[src/rtl/polirv_ifetch.sv]
// Instruction fetch stage: PC register plus a small fetch queue toward decode.
// Optional zero-latency empty-queue bypass is enabled by defining IFETCH_BYPASS_EN.
module polirv_ifetch #(
  parameter int I_ADDR_BITS = 6,
  parameter int FQ_DEPTH    = 4,
  parameter int RESET_PC    = 0
) (
  input  logic                         clk,
  input  logic                         rst_n,
  output logic [I_ADDR_BITS-1:0]       i_mem_addr,
  input  logic [31:0]                  i_mem_data,
  input  logic                         redirect,
  input  logic [I_ADDR_BITS-1:0]       redirect_pc,
  input  logic                         dec_ready,
  output logic                         dec_valid,
  output logic [31:0]                  dec_instr,
  output logic [I_ADDR_BITS-1:0]       dec_pc,
  output logic [$clog2(FQ_DEPTH):0]    fq_count,
  output logic                         misalign
);

  localparam int PW = $clog2(FQ_DEPTH);
  localparam int CW = PW + 1;
  localparam logic [CW-1:0]          DEPTH_C    = CW'(FQ_DEPTH);
  localparam logic [I_ADDR_BITS-1:0] RESET_PC_C = I_ADDR_BITS'(RESET_PC);
  localparam logic [I_ADDR_BITS-1:0] PC_STEP_C  = I_ADDR_BITS'(4);

  typedef struct packed {
    logic [31:0]            instr;
    logic [I_ADDR_BITS-1:0] pc;
  } fq_entry_t;

  fq_entry_t              r_mem [FQ_DEPTH];
  logic [PW-1:0]          r_rd_ptr;
  logic [PW-1:0]          r_wr_ptr;
  logic [CW-1:0]          r_count;
  logic [I_ADDR_BITS-1:0] r_pc;
  logic                   r_misalign;

  fq_entry_t w_head;
  logic      w_empty;
  logic      w_full;
  logic      w_pop;
  logic      w_q_pop;
  logic      w_bypass_take;
  logic      w_push;
  logic      w_pc_adv;

  // NOTE: every always_comb output gets a default first so no path can infer a latch.
  always_comb begin
    w_head    = r_mem[r_rd_ptr];
    w_empty   = (r_count == '0);
    w_full    = (r_count == DEPTH_C);
    dec_valid = w_empty ? 1'b0 : !redirect;
    dec_instr = w_head.instr;
    dec_pc    = w_head.pc;
`ifdef IFETCH_BYPASS_EN
    // Empty queue: present the word being fetched right now.
    if (w_empty && !redirect && !rst_n) begin
      dec_valid = 1'b1;
      dec_instr = i_mem_data;
      dec_pc    = r_pc;
    end
`endif
    w_pop         = dec_valid && dec_ready;
    w_q_pop       = w_pop && !w_empty;
    w_bypass_take = w_pop && w_empty;
    w_push        = !redirect && (!w_full || w_pop) && !w_bypass_take;
    w_pc_adv      = w_push || w_bypass_take;
  end

  // NOTE: sequential state uses non-blocking assignments only.
  always_ff @(posedge clk) begin
    if (rst_n) begin
      r_pc       <= RESET_PC_C;
      r_rd_ptr   <= '0;
      r_wr_ptr   <= '0;
      r_count    <= '0;
      r_misalign <= 1'b0;
      // NOTE: queue storage is reset so dec_instr/dec_pc read zero after reset.
      for (int i = 0; i < FQ_DEPTH; i++) begin
        r_mem[i] <= '0;
      end
    end else if (redirect) begin
      r_pc     <= {redirect_pc[I_ADDR_BITS-1:2], 2'b00};
      r_rd_ptr <= '0;
      r_wr_ptr <= '0;
      r_count  <= '0;
      if (redirect_pc[1:0] != 2'b00) begin
        r_misalign <= 1'b1;
      end
    end else begin
      if (w_push) begin
        r_mem[r_wr_ptr] <= '{instr: i_mem_data, pc: r_pc};
        r_wr_ptr        <= r_wr_ptr + PW'(1);
      end
      if (w_q_pop) begin
        r_rd_ptr <= r_rd_ptr + PW'(1);
      end
      case ({w_push, w_q_pop})
        2'b10:   r_count <= r_count + CW'(1);
        2'b01:   r_count <= r_count - CW'(1);
        default: r_count <= r_count;
      endcase
      // PC wraps naturally at 2^I_ADDR_BITS.
      if (w_pc_adv) begin
        r_pc <= r_pc + PC_STEP_C;
      end
    end
  end

  assign i_mem_addr = r_pc;
  assign fq_count   = r_count;
  assign misalign   = r_misalign;

endmodule

[config.mk]
export PLATFORM = sky130hd
export DESIGN_NAME = polirv_ifetch
export DESIGN_NICKNAME = d
export VERILOG_FILES = /design/src/rtl/polirv_ifetch.sv
export SDC_FILE = /design/constraint.sdc
export NUM_CORES = 1
export LEC_CHECK = 0
export CAP_MARGIN = 20
export CORE_MARGIN = 3
export CORE_UTILIZATION = 55
export CTS_BUF_LIST = sky130_fd_sc_hd__clkbuf_16
export DETAILED_ROUTE_END_ITERATION = 10
export MAX_ROUTING_LAYER = met4
export PLACE_DENSITY_LB_ADDON = 0.2
export SYNTH_ARGS = -nofsm -noshare
export SYNTH_HDL_FRONTEND = slang
export SYNTH_SLANG_ARGS = --single-unit
export TNS_END_PERCENT = 20
[constraint.sdc]
create_clock -name clk -period 2.8 [get_ports clk]
set_input_delay 0.56 -clock clk [delete_from_list [all_inputs] [get_ports clk]]
set_output_delay 0.56 -clock clk [all_outputs]
set_load 0.01 [all_outputs]
# ---- After elaboration in Yosys (flattened, before gate mapping)
# Memories as Yosys holds them, arrays and structs flattened. A register that Yosys moved wholly into a read port is not among the register bits.
# Index checks and enable logic that the tools add are counted.
dict set report totals {
  input_bits 42
  ramBits 152
  n_memories 1
  output_inout_bits 49
  reg_bits 14
  elab_cells 48
}
# memory depth width rd rd_ports_with_merged_regs write_ports line
set mem_list {}
lappend mem_list {r_mem 4 38 1 1 4 33} ;# fq_entry_t r_mem [FQ_DEPTH];
dict set report op_classes {
  muxes 15
  add_sub_neg 5
  reduce_logical 18
  n_eq_ne 3
}
# operator count
set op_table {}
lappend op_table {{38-bit 2-to-1 mux} 1}
lappend op_table {{38-bit OR reduction} 1}
lappend op_table {{6-bit 2-to-1 mux} 2}
lappend op_table {{1-bit 2-to-1 mux} 8}
lappend op_table {{6-bit by 3-bit adder with 6-bit output (second input constant)} 1}
lappend op_table {{2-bit 2-to-1 mux} 3}
lappend op_table {{3-bit one-hot mux with 2 select lines} 1}
lappend op_table {{2-bit nonzero test} 3}
lappend op_table {{1-bit logical AND} 5}
lappend op_table {{2-bit by 1-bit adder with 2-bit output (second input constant)} 2}
lappend op_table {{1-bit zero test} 4}
lappend op_table {{3-bit by 1-bit adder with 3-bit output (second input constant)} 1}
lappend op_table {{3-bit equality test (second input constant)} 1}
lappend op_table {{3-bit zero test} 1}
lappend op_table {{3-bit by 1-bit subtractor with 3-bit output (second input constant)} 1}
lappend op_table {{2-bit by 1-bit equality test with 1-bit output (second input constant)} 1}
lappend op_table {{2-bit equality test (second input constant)} 1}
lappend op_table {{1-bit logical OR} 2}
lappend op_table {{2-bit AND reduction} 1}
lappend op_table {{2-bit OR reduction} 1}

# ---- Depth between registers and ports, before layout
# Gate-level depths: netlist of run 1.
dict set report depth {
  ltp_word 12
  depth_mapped 10
}

# ---- Worst setup path before layout of run 1
# OpenSTA, ideal clock, no wires.
dict set report synth_path {
  path_kind {in2reg}
  start {in dec_ready}
  end {reg r_count[2] (netlist: fq_count[2])}
  setup_slack_ps 265
  path_stages 10
  required_ps 2730
  t_arrival_ps 2465
  setup_time_ps 70
  path_cell_list {nor4b_4 buf_6 nor2_1 inv_1 ha_1 inv_1 fa_1 xor2_1 or3_1 a21oi_1}
}
dict set report synth_via {
  elab_chain_len 6
}
# element line
set synth_lines {}
lappend synth_lines {{from (decl)} 14} ;# input logic dec_ready,
lappend synth_lines {{1-bit logical AND *} 65} ;# w_pop = dec_valid && dec_ready;
lappend synth_lines {{1-bit logical OR or 1-bit logical AND (tied branches)} {68, 67}}
lappend synth_lines {{1-bit logical AND or 1-bit zero test (tied branches)} 68} ;# w_push = !redirect && (!w_full || w_pop) && !w_bypass_take;
lappend synth_lines {{1-bit logical AND} 68}
lappend synth_lines {{2-bit by 1-bit equality test with 1-bit output or 2-bit equality test (tied branches)} 100} ;# case ({w_push, w_q_pop})
lappend synth_lines {{3-bit one-hot mux with 2 select lines or 2-bit nonzero test (tied branches)} --}
lappend synth_lines {{to (signal assigned)} 101} ;# 2'b10: r_count <= r_count + CW'(1);
lappend synth_lines {{to (signal assigned)} 102} ;# 2'b01: r_count <= r_count - CW'(1);
lappend synth_lines {{to (signal assigned)} 103} ;# default: r_count <= r_count;
lappend synth_lines {{to (decl)} 36} ;# logic [CW-1:0] r_count;
# Mark *: on every way between the ends. The rest lies on a longest branch, timed or not.
# A chain may end at the register's enable or synchronous reset.

==> summary by stage, run 1 <==
Place
The number of placed cells counting well taps is 684. The routability congestion estimate from global placement is 0.8079. The number of I/O port buffers is 86.

After detailed placement, the total cell area comes to 0.008088 mm^2. The total half-perimeter wirelength after legalization and detailed placement is 8.053 mm.

Timing
Setup violations remaining at the end of the flow were counted as 0. The worst path uses 96.81% of the clock period. Timing would allow up to 0.3689 GHz. The minimum period implied by the final worst setup slack is 2.711 ns. The total negative slack is 0 ns. The clock arrives with 0.008527 ns of skew. The worst hold slack is 0.4577 ns.

Measured against its own limit, the worst slew margin works out to 49.16%. The number of failing hold endpoints at the final stage was 0. The actual transition at the worst max-transition pin is 0.7608 ns. The number of pins exceeding their max-slew limit in the final report is 0. Setup repair after global routing left no endpoint under its margin.

Drt
The post-detailed-route via-to-cell ratio is 5.438. The post-detailed-route count of antenna-violating nets is 0. Wires add up to 13.47 mm. Across all layers, the routed design uses 3899 vias. The average wire per standard cell is 18.79 um. The total iterations of the first detailed-routing run is 4. The total DRC errors in the routed layout is 0.

After the first detailed-routing iteration, the DRC count stood at 223.

Layout
The finished layout holds 717 standard cells, fillers aside. The fraction of final layout cells with drive strength greater than 1 is 19.31%. The area growth from synthesis to layout is 24.33%. The number of fillers in the final layout is 819.

The multi-input combinational cell area is 0.002196 mm^2. 0 antenna diodes ended up in the layout. The count of nets after finishing is 581. The finished cells cover 0.008746 mm^2. Registers take 0.004607 mm^2.

Logic synthesis
Counting flops with an async set or reset pin after synthesis yields a share of 0%. The mapped cell area is 0.007034 mm^2. The gate count after technology mapping is 439. The warning count from the yosys run is 0.

The register bit count reported by yosys is 158. The per-instance average area after synthesis is 16.02 um^2. Sequential cells were found to cover 65.46% of the synthesized design area. The number of enable flip-flop cells after synthesis is 144. The netlist uses 42 different library cells.

For this run, the leading register cell type out of synthesis is sky130_fd_sc_hd__edfxtp_1.

Clock tree
CTS built an H-tree with a depth of 4. The number of buffers on the longest clock path is 2. The clock-pin transition on the worst setup and hold timing paths is 0.06 ns. The number of gates resized after cts is 0. Clock tree synthesis inserted a total of 17 buffers.

The cts-stage hold buffer count is 0. TritonCTS built the clock tree. The tree is rooted in a sky130_fd_sc_hd__clkbuf_16. The clock sink count is 158.

The later pin in the worst-skew pair is clocked with a latency of 0.43 ns. The number of buffers added for setup after CTS is 0.

Floorplanning
The effective utilization at floorplan is 57.37%. The overall die area is 0.01418 mm^2. The row count is 40. Measured along the y axis, the die boundary spans 119.1 um. The top-level port count is 91. The region available for standard cell placement spans 0.01226 mm^2.

The die width is 119.1 um.

Job
The tool flagged a number of max-cap violations equal to 0.

Global routing
The global-route congestion overflow total is 0. The first global-routing pass estimated 21.44 mm of wire. Entering global routing, the biggest net connects 37 pins. The aggregate global-route resource usage is 20.82%. The initial antenna violation count came to 0. The via count of the first global-routing pass came to 3976.

Pwr
The combinational share of power is 8.0%. In this run, the clock network consumes 43.3% of the power. The proportion of power drawn by flip-flops and latches is 48.7%. VDD sags by at most 0.4120 mV. Net switching is 21.14% of the power. For this design the ratio of total power to cell area is 645.9 mW/mm^2. The cell-internal power is 4.454 mW. For this design the total switching power over the nets is 1.194 mW. The leakage power summed over all cells is 3.149 nW.

Min path
In this run the worst hold path is classified as reg -> reg. The worst hold path terminates at misalign$_SDFFE_PP0P_. The number of instances on the worst hold path is 2. The startpoint identified for the worst hold timing path is misalign$_SDFFE_PP0P_.

Worst setup path
The arrival time at the worst endpoint is 2.15 ns. The data required time of the worst path is 2.24 ns. The depth of the most critical reg-to-reg path is 8.

Setup slack on the worst reg-to-reg path comes out at 0.40 ns. The capturing element type of the critical path is an output pin. The source of the worst register-to-register timing path is fq_count[1]$_SDFFE_PP0P_. The worst setup path is of the reg -> out kind. In this run the critical register-to-register path is captured at fq_count[2]$_SDFFE_PP0P_. Along the worst path, the maximum fanout reaches 36. STA classifies the critical path startpoint as a flop.

Run status
The run finished with clean final reports.
## power groups by stage
stage | Sequential, mW | Clock [mW] | Combinational [mW]
after floorplan | 2.79 | 0 | 0.223
after global placement | 2.79 | 0 | 0.448
after detailed placement | 2.80 | 0 | 0.453
after CTS | 2.75 | 2.47 | 0.458
after global routing | 2.76 | 2.59 | 0.488
final | 2.75 | 2.44 | 0.454
## synth_stat cells (all sizes together), types with 3 or more instances
master / number / share of area [%]
o21ai: 5 / 0.41
or2: 3 / 0.27
mux4: 36 / 12
buf: 21 / 2.4
and2: 140 / 12
clkbuf: 9 / 0.53
nor2: 12 / 0.75
nand2: 4 / 0.21
inv: 11 / 0.59
nor3: 3 / 0.21
and3: 4 / 0.36
a21oi: 5 / 0.36
nor4: 3 / 0.91
dfxtp: 14 / 4.0
edfxtp: 144 / 61
## routing by layer
| layer | vias up | routed length, um | GRT usage [%] | share of wire (%) |
|---|---|---|---|---|
| met5 | - | 0 | - | 0 |
| met4 | 0 | 199 | 6.951 | 1.5 |
| met3 | 17 | 671 | 4.463 | 5.0 |
| met2 | 108 | 7049 | 34.16 | 52 |
| met1 | 1972 | 5554 | 26.07 | 41 |
| li1 | 1802 | - | - | - |
## worst max-delay path: stages (launching register included)
cell	delay, ns
sky130_fd_sc_hd__dfxtp_2	0.34
sky130_fd_sc_hd__buf_12	0.29
sky130_fd_sc_hd__mux4_2	0.59
sky130_fd_sc_hd__clkdlybuf4s50_1	0.50
## cells in the final DEF (no fill, tap or decap), drive strengths merged
cell type        n
clkinvlp         3
mux2             2
o31a             1
fa               1
ha               2
bufinv           4
o21ai            5
xor2             2
nand2            4
inv             14
clkdlybuf4s50   86
nor2            12
or4              1
mux4            36
edfxtp         144
nor4b            1
o31ai            1
conb             4
and3             4
clkinv           5
clkbuf          17
nor3b            1
a311oi           2
buf             19
nor4             3
a31o             2
o22ai            1
xnor2            1
nand3            2
or4b             1
or3              2
and2           140
a21oi            5
dfxtp           14
or2              3
a221oi           1
nor3             3
## state kept, by name (all words and copies together), names as in the netlist, named ones only
signal	count
fq_count	3
i_mem_addr	4
misalign	1
r_mem	144
r_rd_ptr	2
r_wr_ptr	2
## logic make-up (layout without fill, tap and decap cells)
logic type | Yosys count | in the layout | synth area share [%]
other | 1 | 4 | 0.05331
buffers and inverters | 41 | 148 | 3.486
AOI/OAI and AO/OA | 18 | 18 | 1.974
muxes | 38 | 38 | 11.85
DFF | 158 | 158 | 65.46
and+or+nand+nor | 177 | 177 | 16.17
xor gates and xnor gates | 3 | 3 | 0.3736
adders and majority gates | 3 | 3 | 0.6403
## worst max-delay path by stage
stage	from	end
2_1_floorplan	dec_ready	fq_count[2]$_SDFFE_PP0P_
3_3_place_gp	dec_ready	r_mem[3][23]$_DFFE_PP_
3_5_place_dp	dec_ready	fq_count[2]$_SDFFE_PP0P_
4_1_cts	flop	dec_pc[2]
5_1_grt	flop	dec_instr[0]
6_report	flop	dec_pc[2]
## layout make-up
type | count | area share [%]
inverters | 11 | 0.4721
clock inverters | 15 | 2.432
multi-input cells | 243 | 25.11
clock buffers | 17 | 4.864
flip-flops and latches | 158 | 52.68
repair buffers | 105 | 12.05
well taps | 168 | 2.403
## stage by stage
| step | setup WS, ns | power (mW) | util, % |
|---|---|---|---|
| detailed placement | -0.05275 | 3.257 | 65.96 |
| floorplan | 0.2652 | 3.010 | - |
| finish | 0.08926 | 5.649 | 71.33 |
| CTS | 0.03818 | 5.682 | 71.16 |
| global placement | 0.1145 | 3.241 | 65.96 |
| global route | 0.002280 | 5.841 | 71.33 |
Power figures use the tool's default switching activity.
==> inputs of run 2 (changes only) <==
--- a/config.mk
+++ b/config.mk
@@ -6,9 +6,11 @@
 export NUM_CORES = 1
 export LEC_CHECK = 0
 export CAP_MARGIN = 20
+export CORE_ASPECT_RATIO = 0.75
 export CORE_MARGIN = 3
 export CORE_UTILIZATION = 55
 export CTS_BUF_LIST = sky130_fd_sc_hd__clkbuf_16
+export CTS_CLUSTER_DIAMETER = 40
 export DETAILED_ROUTE_END_ITERATION = 10
 export MAX_ROUTING_LAYER = met4
 export PLACE_DENSITY_LB_ADDON = 0.2
==> run 2 against run 1 <==
  * Combinational power about the same
  * Sequential power barely moved
  * Sequential share of layout area is 0.21 points higher
  * Count of clock-buffer cells in the layout unchanged
  * Non-clock buffer count rose by 1
  * Setup slack better by 0.042 ns
  * Register-to-register slack improved by 0.14 ns
  * Utilization shrank 1.0 points
  * Critical path type unchanged
==> summary by stage, run 2 (synthesis results as in run 1) <==
Pwr
The maximum vdd ir drop is 0.5638 mV. In this run the power density over the cells is 622.6 mW/mm^2. The leakage power summed over all cells is 3.145 nW.

Layout
The number of flip-flops in the largest register is 144. Leaving out fill and tap cells, the most frequent cell in the layout is sky130_fd_sc_hd__edfxtp_1. The repair_antennas step left the layout with diodes totalling 0. The top register by number of flip-flops is r_mem.

The top cell types in the final layout, fill and taps aside, are sky130_fd_sc_hd__edfxtp_1 (144), sky130_fd_sc_hd__and2_1 (140), sky130_fd_sc_hd__clkdlybuf4s50_1 (86), sky130_fd_sc_hd__mux4_2 (36), sky130_fd_sc_hd__clkbuf_16 (18). The net count of the finished layout is 582. The fraction of final layout cells with drive strength greater than 1 is 19.09%. Fill cells in the final layout number 833.

The final cell area excluding filler cells is 0.008711 mm^2. The post-route core utilization is 70.29%. From synthesis to final layout, the design area changed by 23.83%.

Timing
The number of pins exceeding their max-slew limit in the final report came to 0. The actual transition at the worst max-transition pin is 0.8468 ns. Setup repair after global routing left no endpoint under its margin. The number of failing hold endpoints at the final stage was 0. Counting I/O delays and the setup requirement, the final critical path takes 2.669 ns. The final setup violation count is 0. The part of the cycle the worst path needs is 95.32%. On the final layout, the worst clock skew is 0.007886 ns. Hold is met by 0.4585 ns.

The maximum clock frequency is 0.3747 GHz. Headroom to the max-slew limit came out at 43.41%. The total negative slack is 0 ns.

Clock tree
No sink is reached through more buffers than the 2 on the longest clock path. Clock latency on the worst-skew pair, taken at its later pin, is 0.42 ns. TritonCTS built the clock tree. The cts-stage hold buffer count is 0. Clock tree synthesis inserted a total of 17 buffers. The clock root buffer is sky130_fd_sc_hd__clkbuf_16. The number of buffers added for setup after CTS is 0. Clock tree synthesis found a total of 158 sinks.

The clock-pin transition on the worst setup and hold timing paths is 0.06 ns. The number of gates resized after cts is 0. The H-tree was split into 4 levels.

Worst setup path
The critical path capture point is dec_pc[3]. The path type of the worst setup path is reg -> out. The arrival time at the worst endpoint is 2.11 ns. STA puts the critical path data required time at 2.24 ns.

The worst register-to-register path has a depth of 8. The worst setup path is captured at an output pin. Along the worst path, the maximum fanout reaches 18. The startpoint identified for the worst register-to-register timing path is fq_count[1]$_SDFFE_PP0P_. The register-to-register path setup slack is 0.54 ns. The reg-to-reg critical path endpoint is fq_count[2]$_SDFFE_PP0P_. The worst setup path is launched from a flop.

Global routing
The via count of the first global-routing pass came to 4191. The global-route wire length before repair is 22.31 mm. The global-route congestion overflow total is 0. Across every metal layer, demand over resource in global routing totals 21.64%. The initial antenna violation count is 0.

Entering global routing, the biggest net connects 37 pins.

Floorplanning
The standard cell core area is 0.01239 mm^2. The floorplan has 35 rows. The vertical die dimension is 103.9 um. During I/O placement, the number of pins put on the boundary was 91.

For this configuration, the core starts out at a cell density of 56.76%. The floorplan step defined a die boundary enclosing 0.01420 mm^2. The die width is 136.6 um.

Drt
For this run, the detailed router's first-pass iteration total came to 4. After detailed routing, the number of remaining DRC violations is 0. The total via count after detailed routing is 3885. For this block, the initial DRC count from the detailed router was 245. Once detail routing completed, the nets flagged for antenna violations numbered 0. Dividing the detail-routed wire length by the instance count gives 19.35 um. The wire length reported by the detailed router is 13.86 mm. The post-detailed-route via-to-cell ratio is 5.426.

Place
The number of I/O port buffers is 86. Once placement finished, the instance area stood at 0.008105 mm^2. The total half-perimeter wirelength after legalization and detailed placement is 8.085 mm. The routability congestion estimate from global placement is 0.7562.

Run status
The flow ran to the end, and the final reports show no timing, DRC or antenna violations.

Min path
The worst hold-check path type is reg -> reg.

Job
The max-capacitance violation count is 0.
## run 2: cell types whose count changed in the layout (fill, tap and decap cells not counted)
cell                         previous run  this run
sky130_fd_sc_hd__inv_6                  3         1
sky130_fd_sc_hd__clkinv_1               0         1
sky130_fd_sc_hd__clkinvlp_4             3         1
sky130_fd_sc_hd__inv_1                 10        11
sky130_fd_sc_hd__clkbuf_16             17        18
sky130_fd_sc_hd__buf_16                 0         1
sky130_fd_sc_hd__bufinv_16              4         2
sky130_fd_sc_hd__clkinv_2               0         4
sky130_fd_sc_hd__buf_12                 4         3
## run 2: where the power goes
group	switching (mW)	internal (mW)
clock network	0.911	1.31
registers	0.0455	2.71
logic	0.211	0.243
## run 2: stage by stage
stage | setup slack, ns | cells | power, mW
6_report | 0.1310 | 716 | 5.424
5_1_grt | 0.03262 | 716 | 5.614
4_1_cts | 0.03713 | 715 | 5.468
3_5_place_dp | 0.01547 | 683 | 3.259
3_3_place_gp | 0.1329 | 683 | 3.243
2_1_floorplan | 0.2652 | 442 | 3.010
## run 2: worst max-delay path: stages, from the launching register on
cell and delay (ns):
sky130_fd_sc_hd__dfxtp_2 0.40, sky130_fd_sc_hd__buf_16 0.21, sky130_fd_sc_hd__mux4_2 0.57, sky130_fd_sc_hd__clkdlybuf4s50_1 0.50
## run 2: layout make-up
cell class	count	area [um^2]	area share, %
flip-flops and latches	158	4607	52.89
multi-input cells	243	2196	25.21
repair buffers	106	1086	12.47
clock buffers	17	425.4	4.884
well taps	166	207.7	2.384
clock inverters	15	147.6	1.695
inverters	11	41.29	0.4740
## run 2: how the worst min path moves through the flow
stage / end / startpoint / slack [ns] / cells after the start
2_1_floorplan: flop / r_rd_ptr[1]$_SDFFE_PP0P_ / 0.45 / 2
4_1_cts: misalign$_SDFFE_PP0P_ / misalign$_SDFFE_PP0P_ / 0.47 / 2
6_report: misalign$_SDFFE_PP0P_ / misalign$_SDFFE_PP0P_ / 0.46 / 2
5_1_grt: misalign$_SDFFE_PP0P_ / misalign$_SDFFE_PP0P_ / 0.50 / 2
3_5_place_dp: misalign$_SDFFE_PP0P_ / misalign$_SDFFE_PP0P_ / 0.45 / 2
3_3_place_gp: misalign$_SDFFE_PP0P_ / misalign$_SDFFE_PP0P_ / 0.43 / 2
## run 2: routing by layer
layer / routed length [um] / up-vias / GRT usage (%)
met5: 0 / - / -
met4: 91 / 0 / 6.763
met3: 1026 / 10 / 5.513
met2: 6979 / 140 / 34.32
met1: 5759 / 1933 / 27.68
li1: - / 1802 / -
==> inputs of run 3 (changes only) <==
--- a/config.mk
+++ b/config.mk
@@ -11,6 +11,7 @@
 export CORE_UTILIZATION = 55
 export CTS_BUF_LIST = sky130_fd_sc_hd__clkbuf_16
 export CTS_CLUSTER_DIAMETER = 40
+export CTS_CLUSTER_SIZE = 14
 export DETAILED_ROUTE_END_ITERATION = 10
 export MAX_ROUTING_LAYER = met4
 export PLACE_DENSITY_LB_ADDON = 0.2
==> results of run 3 <==
Same layout as run 2: the final DEF is identical, and so are final timing and power.
